<file path="src/rtl/muller_c_proj.sv">
// Clocked Muller C-element network: six synchronized pads pair into three
// 2-input C-elements, merged by a 3-input C-element with a transition counter.
module muller_c_proj #(
    parameter int unsigned SYNC_STAGES = 2,
    parameter int unsigned CNT_W       = 4
) (
    input  logic       wb_clk_i,
    input  logic       wb_rst_i,
    input  logic [5:0] io_in,
    output logic [7:0] io_out,
    output logic [7:0] io_oeb
);

    logic [5:0]       sync_q [SYNC_STAGES];
    logic [5:0]       s;
    logic [2:0]       c_q;
    logic [2:0]       c_d;
    logic             cm_q;
    logic             cm_d;
    logic [CNT_W-1:0] cnt_q;
    logic [3:0]       cnt_out;

    // A C-element follows its inputs when they agree and holds otherwise.
    function automatic logic c_elem2(input logic a, input logic b, input logic q);
        return (a == b) ? a : q;
    endfunction

    assign s = sync_q[SYNC_STAGES-1];

    always_comb begin
        c_d[0] = c_elem2(s[0], s[1], c_q[0]);
        c_d[1] = c_elem2(s[2], s[3], c_q[1]);
        c_d[2] = c_elem2(s[4], s[5], c_q[2]);
    end

    always_comb begin
        cm_d = cm_q;
        if (&c_q)
            cm_d = 1'b1;
        else if (~|c_q)
            cm_d = 1'b0;
    end

    always_ff @(posedge wb_clk_i) begin
        if (wb_rst_i) begin
            for (int unsigned i = 0; i < SYNC_STAGES; i++)
                sync_q[i] <= '0;
            c_q   <= '0;
            cm_q  <= 1'b0;
            cnt_q <= '0;
        end else begin
            sync_q[0] <= io_in;
            for (int unsigned i = 1; i < SYNC_STAGES; i++)
                sync_q[i] <= sync_q[i-1];
            c_q  <= c_d;
            cm_q <= cm_d;
            if (cm_d != cm_q)
                cnt_q <= cnt_q + CNT_W'(1);
        end
    end

    generate
        if (CNT_W >= 4) begin : g_cnt_wide
            assign cnt_out = cnt_q[3:0];
        end else begin : g_cnt_narrow
            assign cnt_out = {{(4-CNT_W){1'b0}}, cnt_q};
        end
    endgenerate

    assign io_out = {cnt_out, cm_q, c_q};
    assign io_oeb = '0;

endmodule

</file>
<file path="config.mk">
export PLATFORM = sky130hd
export DESIGN_NAME = muller_c_proj
export DESIGN_NICKNAME = d
export VERILOG_FILES = /design/src/rtl/muller_c_proj.sv
export SDC_FILE = /design/constraint.sdc
export NUM_CORES = 1
export LEC_CHECK = 0
export CORE_UTILIZATION = 50
export CTS_BUF_LIST = sky130_fd_sc_hd__clkbuf_8
export DETAILED_ROUTE_END_ITERATION = 7
export PLACE_DENSITY = 0.92
export SYNTH_ARGS = -nofsm -noshare
export SYNTH_HDL_FRONTEND = slang
export SYNTH_SLANG_ARGS = --single-unit
export TNS_END_PERCENT = 50
</file>
<file path="constraint.sdc">
create_clock -name wb_clk_i -period 3.26 [get_ports wb_clk_i]
set_input_delay 0.652 -clock wb_clk_i [delete_from_list [all_inputs] [get_ports wb_clk_i]]
set_output_delay 0.652 -clock wb_clk_i [all_outputs]
set_load 0.01 [all_outputs]
</file>
# ---- After elaboration in Yosys (flattened, before gate mapping)
# Memories as Yosys holds them, arrays and structs flattened.
# Index checks and enable logic that the tools add are counted.
dict set report word_totals {
  memories 1
  inputBits 8
  word_cells 22
  regBits 8
  mem_bits_rw 12
  out_inout_bits 16
}
# memory words word_bits read_ports rd_ports_with_merged_regs wr line_no
set mem_list {}
lappend mem_list {sync_q 2 6 2 0 2 14} ;# logic [5:0] sync_q [SYNC_STAGES];
dict set report classes {
  n_addsub 1
  n_reduce_logical 2
  n_mux 7
  eq_ne 4
  n_bitwise 2
}
# cell count
set op_table {}
lappend op_table {{6-bit 2-to-1 mux} 2}
lappend op_table {{1-bit 2-to-1 mux} 5}
lappend op_table {{4-bit by 1-bit adder with 4-bit output, second input constant} 1}
lappend op_table {{1-bit == test} 3}
lappend op_table {{3-bit AND reduction} 1}
lappend op_table {{3-bit OR reduction} 1}
lappend op_table {{1-bit bitwise OR} 2}
lappend op_table {{1-bit inequality test} 1}

# ---- Depth between registers and ports, before layout
dict set report logic_depth {
  word_depth 4
  mapped_depth 3
  depth_no_buf 3
}

# ---- Least setup slack after synthesis
# OpenSTA, ideal clock, no wires.
dict set report synth_timing {
  path_type {flip-flop to flip-flop}
  from {reg c_q[2]}
  to {reg cnt_q[3], in the netlist cnt_out[3]}
  stages_incl_launch_ff 4
  slack_ps 1773
  synth_period_minus_slack_ps 1487
  setup_time_ps 123
  t_arrival_ps 1363
  path_cell_list {dfxtp_1 or4b_4 a21oi_2 mux2_1}
}
dict set report synth_between {
  elab_chain_len 4
  elab_cells_between_ends 5
}
# item line_no
set synth_rtl {}
lappend synth_rtl {{start: declaration} 16} ;# logic [2:0] c_q;
lappend synth_rtl {{start signal: assignment} 48} ;# c_q <= '0;
lappend synth_rtl {{start signal: assignment} 55} ;# c_q <= c_d;
lappend synth_rtl {{3-bit OR reduction} 40} ;# else if (~|c_q)
lappend synth_rtl {{1-bit 2-to-1 mux} 40}
lappend synth_rtl {{1-bit 2-to-1 mux *} 38} ;# if (&c_q)
lappend synth_rtl {{1-bit inequality test *} 57} ;# if (cm_d != cm_q)
lappend synth_rtl {{end signal: assignment} 58} ;# cnt_q <= cnt_q + CNT_W'(1);
lappend synth_rtl {{end: declaration} 20} ;# logic [CNT_W-1:0] cnt_q;
# Mark *: on every way between the ends. The rest lies on a longest branch, timed or not.
# A chain may end at the register's enable or synchronous reset.

# ---- Worst setup path in the final report
dict set report layout_timing {
  from {reg c_q[1]}
  to {out io_out[1]}
}
# item line_no
set layout_lines {}
lappend layout_lines {{end: declaration} 10} ;# output logic [7:0] io_out,
# No word-level cell between the ends.

==> summary.md <==
| Metric | Value |
|---|---|
| Outcome | finished, final reports clean |
| Die area | roughly 1700 um2 |
| Synth-to-Final Area Change | 22.9% |
| Clock-pin slew of the registers on the worst-case setup and hold paths | 0.07 ns |
| Most Crowded Layer GR | met2 |
| Largest net degree at the start of global routing | 23 |
| Drt wl/cell | 10.3 um |
| Maxcap violations | 0 |
| Worst flop-to-flop path startpoint | c_q[2] |
| Final Util | 68.8% |
| Worst rel slew slack | a little under three fifths |
| Number of DRC markers in iteration 0 | 3 |
| Final Non-Filler Cells | 107 |
| Post-route ant nets | 0 |
| Setup TNS | 0 ns |
| Maximum vdd drop | 0.328 mV |
| IO buf count | 15 |
| Pwr dens | 484 nW/um2 |
| Largest delay contributor family on the critical path | buffers and inverters |
| Grt met2 use | 29.3% |
| Dpl cells | 103 |
| Met1 Usage GRT | 18.2% |
| Via Count | 524 |
| Post-synth cell types | 23 |
| Core Area | 1370 um2 |
| Cell Chain, Critical Path | clkdlybuf4s50_1 |
| Worst path max stage delay | 0.59 ns |
| Min Tclk post-route | 1.96 ns |
| Vias in the first global route | 412 |
| Most frequent cells in the layout | dfxtp_1 (20), clkdlybuf4s50_1 (15), nor2b_1 (14) |
| Share of layout cells above drive strength 1 | 7.61% |
| Min-delay src | sync_q[0][5] |
| Yosys reg bits | 20 |
| WHS Endpoint | sync_q[0][11] |
| Worst-Skew Late Latency | approximately 0.25 ns |
| GPL Wtd Cong | 0.634 |
| GRT met3 Usage | 4.89% |
| Post-CTS Setup Bufs | 0 |
| RSZ-0062 raised after global routing | no |
| DIE HEIGHT | around 40 um |
| TritonCTS Buffers | 3 |
| Lkg Pwr | 0.367 nW |
| Root Buffer | clkbuf_8 |
| Slew Viols, Final | 0 |
| IO Count | 24 |
| Clk sinks | 20 |
| N_diodes | 0 |
| Filler Cells Inserted | 106 |
| Worst Path Buf+Inv | 1 |
| First-pass GRT wire length | 1.74 mm |
| Fin crit share | approximately 60% |
| Hold depth | 1 |
| Most common cell after layout, fill and taps aside | dfxtp_1 |
| Grt total ovfl | 0 |
| Setup-failing EPs final | 0 |
| Synthesis Warnings | 0 |
| Critical Path AT | 1.31 ns |
| Post-Syn Area per Cell | 9.93 um2 |
| Worst flop-to-flop path endpoint | cnt_out[3] |
| Vias per cell | 4.90 |
| Setup CP Type | reg -> out |
| Num rows | 13 |
| Reg2reg setup slack | ~1.7 ns |
| Crit. End Element | output port |
| Critical path's slowest cell | clkdlybuf4s50_1 |
| Initial Util | 56.0% |
| # DRC | 0 |
| Post-CTS sizing | 0 |
| H-tree depth | 1 |
| Crit-path max FO | 9 |
| FF-to-FF path depth | 3 |
| Routed wire length | roughly 1.1 mm |
| Cts hold-fix bufs | 0 |
| Gr usage total | 16.6% |
| Mapped Area | 764 um2 |
| Final Hold Fails | 0 |
| Die Wd | 41.1 um |
| Deepest clock path buffer count | 2 |
| Initial antenna violation count | 0 |
| First-pass DRT Iterations | 4 |
| Sequential cell area fraction in the yosys report | 52.4% |
| Fmax | 0.509 GHz |
| Layout Nets | 102 |
| Least-Margin Pin Slew | 0.672 ns |
| CTS tree | done |
| HP Class | reg -> reg |
| Min Hold Slack | ~0.44 ns |
| Startpoint Class | register |
| Data required, critical path | around 2.6 ns |
| Cells after synthesis | 77 |
| Worst Skew | 0.00141 ns |
[cells by family after synthesis]
logic type               count (synthesis)  share of synthesized area (%)
AND/OR/NAND/NOR                         28                           22.4
other                                    1                          0.491
adder cells (fa/ha/maj)                  1                           1.64
flip-flops                              20                           52.4
AO/OA/AOI/OAI                           14                           10.3
buffers and inverters                   11                           9.82
multiplexers                             2                           2.95
[state kept, by name (all words and copies together), names as in the netlist]
register	cells
cm_q	1
c_q	3
sync_q	12
cnt_out	4
[routing by layer]
layer / routed length [um] / up-vias
li1: - / 271
met3: 64 / 2
met2: 576 / 24
met4: 6 / 0
met1: 459 / 227
met5: 0 / -
[where the power goes]
| part | switching (W) | internal (W) | total [W] |
|---|---|---|---|
| combinational | 0.0000103 | 0.0000115 | 0.0000218 |
| sequential | 0.00000221 | 0.000251 | 0.000254 |
| clock | 0.0000724 | 0.000107 | 0.000180 |
[synth_stat cells (all sizes together)]
cell,count,area share (%)
ha,1,1.6
dfxtp,20,52
a21boi,1,0.98
o21ai,6,3.9
conb,1,0.49
nor4b,1,1.1
nor3,2,1.3
a21o,1,0.98
buf,10,9.3
nor2b,14,11
and4b,1,1.3
mux2,2,2.9
a21oi,6,4.4
nand2,4,2.0
nand4b,1,1.1
or4b,1,1.8
nand3,2,1.3
nor2,2,0.98
clkbuf,1,0.49
[cell type report]
cell class	count	area, um2	area share, %
Sequential cell	20	400	42.6
Multi-Input combinational cell	53	315	33.6
Timing Repair Buffer	15	150	16.0
Clock buffer	4	55.1	5.86
Tap cell	15	18.8	2.00
[worst register-to-register path, stage by stage, from the launching register on]
cell,delay (ns)
dfxtp_1,0.38
or4b_4,0.59
a21oi_2,0.18
mux2_1,0.34
[through the flow]
stage	worst slack [ns]	power, W	instance area (um2)
global placement	1.20	0.000280	885
finish	1.30	0.000455	940
CTS	1.29	0.000460	940
floorplan	1.77	0.000278	791
global route	1.23	0.000475	940
detailed placement	1.15	0.000281	885
[how the worst max path moves through the flow]
stage / from / end / cells past startpoint
global placement: wb_rst_i / cnt_out[3] / 3
floorplan: c_q[2] / cnt_out[3] / 3
finish: c_q[1] / io_out[1] / 1
CTS: c_q[1] / io_out[1] / 1
global route: c_q[0] / io_out[0] / 1
detailed placement: wb_rst_i / cnt_out[3] / 3
Note: power is estimated with default switching activity, not from simulation.
